**config.mk**
```make
export PLATFORM = sky130hd
export DESIGN_NAME = vga_scan_controller
export DESIGN_NICKNAME = d
export VERILOG_FILES = /design/src/rtl/vga_scan_controller.sv
export SDC_FILE = /design/constraint.sdc
export NUM_CORES = 1
export LEC_CHECK = 0
export BUFFER_PORTS_ARGS = -buffer_cell sky130_fd_sc_hd__buf_2
export CAP_MARGIN = 20
export CORE_MARGIN = 5
export CORE_UTILIZATION = 57
export DETAILED_ROUTE_END_ITERATION = 8
export PLACE_DENSITY = 0.81
export SETUP_SLACK_MARGIN = 0.02
export SYNTH_ARGS = -nofsm -noshare
export SYNTH_HDL_FRONTEND = slang
export SYNTH_SLANG_ARGS = --single-unit
```
**constraint.sdc**
```tcl
create_clock -name clock -period 2.8 [get_ports clock]
set_input_delay 0.14 -clock clock [delete_from_list [all_inputs] [get_ports clock]]
set_output_delay 0.14 -clock clock [all_outputs]
set_load 0.1 [all_outputs]
```
**src/rtl/vga_scan_controller.sv**
```systemverilog
// VGA raster timing generator: pixel-rate scan counters, display-enable decode,
// delayed sync outputs and a one-clock pulse on entry to vertical blank.
module vga_scan_controller #(
  parameter int CLK_DIV    = 2,
  parameter int H_ACTIVE   = 640,
  parameter int H_FRONT    = 16,
  parameter int H_SYNC     = 96,
  parameter int H_BACK     = 48,
  parameter int V_ACTIVE   = 480,
  parameter int V_FRONT    = 10,
  parameter int V_SYNC     = 2,
  parameter int V_BACK     = 33,
  parameter bit SYNC_POL   = 1'b0,
  parameter int SYNC_DELAY = 1
) (
  input  logic       clock,
  input  logic       reset,
  output logic [9:0] xAddr,
  output logic [9:0] yAddr,
  output logic       inDisplay,
  output logic       hsync,
  output logic       vsync,
  output logic       frameDone
);

  localparam int H_TOTAL = H_ACTIVE + H_FRONT + H_SYNC + H_BACK;
  localparam int V_TOTAL = V_ACTIVE + V_FRONT + V_SYNC + V_BACK;
  localparam int DIV_W   = (CLK_DIV > 1) ? $clog2(CLK_DIV) : 1;

  localparam logic [DIV_W-1:0] DIV_LAST = DIV_W'(CLK_DIV - 1);
  localparam logic [9:0]  X_LAST     = 10'(H_TOTAL - 1);
  localparam logic [9:0]  Y_LAST     = 10'(V_TOTAL - 1);
  localparam logic [9:0]  Y_PRE_VBL  = 10'(V_ACTIVE - 1);
  localparam logic [10:0] H_ACT_END  = 11'(H_ACTIVE);
  localparam logic [10:0] V_ACT_END  = 11'(V_ACTIVE);
  localparam logic [10:0] HS_START   = 11'(H_ACTIVE + H_FRONT);
  localparam logic [10:0] HS_END     = 11'(H_ACTIVE + H_FRONT + H_SYNC);
  localparam logic [10:0] VS_START   = 11'(V_ACTIVE + V_FRONT);
  localparam logic [10:0] VS_END     = 11'(V_ACTIVE + V_FRONT + V_SYNC);

  if (H_TOTAL > 1024 || V_TOTAL > 1024) begin : gBadTotal
    $error("vga_scan_controller: H_TOTAL/V_TOTAL must not exceed 1024");
  end
  if (CLK_DIV < 1 || SYNC_DELAY < 0) begin : gBadParam
    $error("vga_scan_controller: CLK_DIV must be >=1 and SYNC_DELAY >=0");
  end

  logic [DIV_W-1:0] divCnt;
  logic             tick;
  logic [10:0]      xWide;
  logic [10:0]      yWide;
  logic             hRaw;
  logic             vRaw;

  assign tick = (divCnt == DIV_LAST);

  always_ff @(posedge clock or posedge reset) begin
    if (reset) begin
      divCnt <= '0;
    end else begin
      divCnt <= tick ? '0 : divCnt + DIV_W'(1);
    end
  end

  // x wraps into the next line on the same tick that y advances
  always_ff @(posedge clock or posedge reset) begin
    if (reset) begin
      xAddr <= '0;
      yAddr <= '0;
    end else if (tick) begin
      if (xAddr == X_LAST) begin
        xAddr <= '0;
        yAddr <= (yAddr == Y_LAST) ? '0 : yAddr + 10'd1;
      end else begin
        xAddr <= xAddr + 10'd1;
      end
    end
  end

  // the frame pulse lines up with the first clock the counters show (0, V_ACTIVE)
  always_ff @(posedge clock or posedge reset) begin
    if (reset) begin
      frameDone <= 1'b0;
    end else begin
      frameDone <= tick && (xAddr == X_LAST) && (yAddr == Y_PRE_VBL);
    end
  end

  assign xWide = {1'b0, xAddr};
  assign yWide = {1'b0, yAddr};

  assign inDisplay = !reset && (xWide < H_ACT_END) && (yWide < V_ACT_END);

  assign hRaw = ((xWide >= HS_START) && (xWide < HS_END)) ? SYNC_POL : ~SYNC_POL;
  assign vRaw = ((yWide >= VS_START) && (yWide < VS_END)) ? SYNC_POL : ~SYNC_POL;

  if (SYNC_DELAY == 0) begin : gSyncComb
    assign hsync = hRaw;
    assign vsync = vRaw;
  end else begin : gSyncPipe
    logic [SYNC_DELAY-1:0] hPipe;
    logic [SYNC_DELAY-1:0] vPipe;

    always_ff @(posedge clock or posedge reset) begin
      if (reset) begin
        hPipe <= {SYNC_DELAY{~SYNC_POL}};
        vPipe <= {SYNC_DELAY{~SYNC_POL}};
      end else begin
        hPipe[0] <= hRaw;
        vPipe[0] <= vRaw;
        for (int i = 1; i < SYNC_DELAY; i++) begin
          hPipe[i] <= hPipe[i-1];
          vPipe[i] <= vPipe[i-1];
        end
      end
    end

    assign hsync = hPipe[SYNC_DELAY-1];
    assign vsync = vPipe[SYNC_DELAY-1];
  end

endmodule
```
==> results.py <==
metrics = {
    "logic_synthesis": {
        "synth_area_per_cell_um2": 10.0,
        "synth_area_leader_cell": "dfrtp_1",
        "syn_area_um2": 1240,
        "synth_area_leaders": "dfrtp_1 (44%), dfstp_2 (4.2%), ha_1 (4.0%), nand3_1 (3.6%), nand4_1 (3.5%)",
        "yosysMostFrequentCell": "dfrtp_1",
        "yosys_most_used_dff": "dfrtp_1",
        "yosysUniqueCellTypes": 36,
        "ys_seq_area_share_pct": 48.6,
        "synthCells": 124,
        "ys_ff_latch": 24,
        "syn_nets": 130,
        "synth_edf_count": 0,
        "ys_async_sr_fraction_pct": 100,
        "synth-warning-count": 0,
        "yosys-top-cells-count": "dfrtp_1 (22), nand2_1 (11), inv_1 (9), nand3_1 (9), o21ai_0 (8)",
        "synth_top_area_share_pct": 44.4,
    },
    "cts": {
        "cts_tree": "built",
        "cts_setup_buffers": 0,
        "cts_made_buffers": 3,
        "path_clk_slew_ns": 0.13,
        "ctsHoldBuffers": 0,
        "clkSinkCount": 24,
        "clk_latency_ns": 0.31,
        "h-tree-depth": 1,
        "cts_buffer_depth": 2,
        "clock-root-buffer": "clkbuf_4",
        "cts_resized": 0,
    },
    "timing": {
        "finalCritPeriodShare_pct": 68.8,
        "max_freq_mhz": 519,
        "setup_tns_ns": 0,
        "rsz0062_at_grt": "false",
        "hold_viol_final": 0,
        "fin_worst_skew_ns": 0.00746,
        "fin_crit_ns": 1.93,
        "relSlewSlack_pct": 39.6,
        "worst_pin_slew_ns": 0.905,
        "setup_violations": 0,
        "drv_slew": 0,
    },
    "critical_path": {
        "path_cells": "inv_1 > ha_1 > nand4_1 > or4_4 > and2_1 > a221o_1",
        "reg2reg_slack_ns": 0.87,
        "critPathTopFamily": "simple AND/OR/NAND/NOR gates",
        "critPathLaunchType": "flop",
        "reg2reg_to": "yAddr[3]",
        "cpPeakStageDelay_ns": 0.54,
        "critPathBufInv": 1,
        "cp.required_ns": 3.00,
        "path_class": "reg2reg",
        "slowest_stage": "or4_4",
        "worst_ep_arrival_time_ns": 2.13,
        "cp-end-kind": "flop",
        "crit_fanout": 6,
        "reg2reg_depth": 6,
        "timing.rr.start": "yAddr[0]",
    },
    "drt": {
        "viasPerCell": 5.83,
        "first_iter_violations": 17,
        "drtAntennaViolNets": 0,
        "drc_errors": 0,
        "wirelength_mm": 2.57,
        "drt-pass1-iter-count": 4,
        "wire_per_inst_um": 14.5,
        "num_vias": 1032,
    },
    "global_routing": {
        "grt_max_degree": 25,
        "gr-total-overflow": 0,
        "grt_pass1_vias": 1030,
        "grt_antenna_before_repair": 0,
        "grt_pass1_wl_mm": 4.51,
        "grt_use_total_pct": 17.3,
    },
    "layout": {
        "syn_to_final_growth_pct": 15.2,
        "fin_cells": 177,
        "fin_util_pct": 70.7,
        "nets": 157,
        "antenna_cells": 0,
        "drive_gt1_share_pct": 25.3,
    },
    "floorplanning": {
        "dieWidth_um": 56.6,
        "ios": 26,
        "initial_core_util_pct": 61.3,
        "die_y_um": 56.6,
        "die-area_um2": 3210,
        "core_area_um2": 2020,
        "core.rowCount": 16,
    },
    "placed_design": {
        "dp.final_hpwl_mm": 1.86,
        "gp_congestion": 0.837,
        "io_buffers": 25,
        "placed_cells": 173,
    },
    "pwr": {
        "cellLeakagePower_nw": 0.719,
        "p_total_uw": 609,
        "vdd.ir_drop.worst_v": 0.000417,
        "powerDensity_nw_per_um2": 426,
    },
    "min_path": {
        "min-delay-path-class": "in2async",
    },
    "run": {
        "cap_violations": 0,
    },
    "outcome": {
        "outcome": "complete, no violations",
    },
}
[cell type report]
type | count | area (µm²)
clock inverter | 1 | 30.0
fill | 163 | 593
inverter | 9 | 33.8
sequential | 24 | 603
tap | 27 | 33.8
timing repair buffer | 26 | 133
clock buffer | 3 | 22.5
multi-input combinational | 87 | 573
[sequential cells by signal, indices dropped and copies added (netlist names)]
register   cells
yAddr         10
vsync          1
xAddr         10
divCnt         1
frameDone      1
hsync          1
[power breakdown]
group	switching, mW	internal (mW)	leakage [nW]
combinational	0.0130	0.00150	0.377
sequential	0	0.347	0.314
clock	0.103	0.145	0.0279
total	0.116	0.493	0.719
[placed cells by master (no fill, tap or decap), drive strengths merged, types with 2 or more instances in the layout]
cell type  synthesis  layout
a21oi              2       2
a22o               2       2
and3               5       5
buf                4      26
clkbuf             0       3
dfrtp             22      22
dfstp              2       2
ha                 4       4
inv                9       9
nand2             11      11
nand3              9       9
nand4              7       7
nand4b             2       2
nor2               4       4
nor2b              2       2
nor3               4       4
nor4               2       2
o21ai              8       8
or3                4       4
or4                2       2
xnor2              5       5
xor2               4       4
[per-stage QoR]
| step | worst slack (ns) | hold slack (ns) | cell area (µm²) |
|---|---|---|---|
| 4_1_cts | 0.871 | 0.0371 | 1430 |
| 6_report | 0.873 | 0.0173 | 1430 |
| 3_3_place_gp | 0.915 | 0.380 | 1380 |
| 2_1_floorplan | 0.318 | 0.153 | 1240 |
| 5_1_grt | 0.758 | 0.0857 | 1430 |
| 3_5_place_dp | 0.891 | 0.391 | 1380 |
[worst reg2reg max path: stages, from the launching register on]
cell and delay (ns):
dfrtp_1 0.44, inv_1 0.12, ha_1 0.15, nand4_1 0.09, or4_4 0.54, and2_1 0.20
a221o_1 0.30
[metal layers]
layer | vias to the layer above | global-route usage, % | share of wire, %
li1 | 503 | - | -
met1 | 504 | 21.6 | 44
met2 | 21 | 29.7 | 51
met3 | 4 | 2.98 | 4.1
met4 | 0 | 6.44 | 0.82
met5 | - | 0 | 0
[cells by family (layout without fill, tap and decap cells)]
| logic type | after synthesis | in the layout | synth area share, % |
|---|---|---|---|
| mux | 1 | 1 | 0.807 |
| buf+inv | 13 | 39 | 5.55 |
| flops | 24 | 24 | 48.6 |
| compound gates | 18 | 18 | 9.49 |
| fa+ha+maj | 4 | 4 | 4.04 |
| simple gates | 55 | 55 | 25.1 |
| xor+xnor | 9 | 9 | 6.36 |
[worst max path at each step]
| stage | from | depth (start not counted) | endpoint |
|---|---|---|---|
| after global routing | xAddr[1] | 5 | yAddr[7] |
| after global placement | yAddr[0] | 6 | yAddr[3] |
| after detailed placement | yAddr[0] | 6 | yAddr[3] |
| after floorplan | xAddr[0] | 6 | yAddr[9] |
| final | yAddr[0] | 6 | yAddr[3] |
| after CTS | yAddr[0] | 6 | yAddr[3] |
Power figures use the tool's default switching activity.
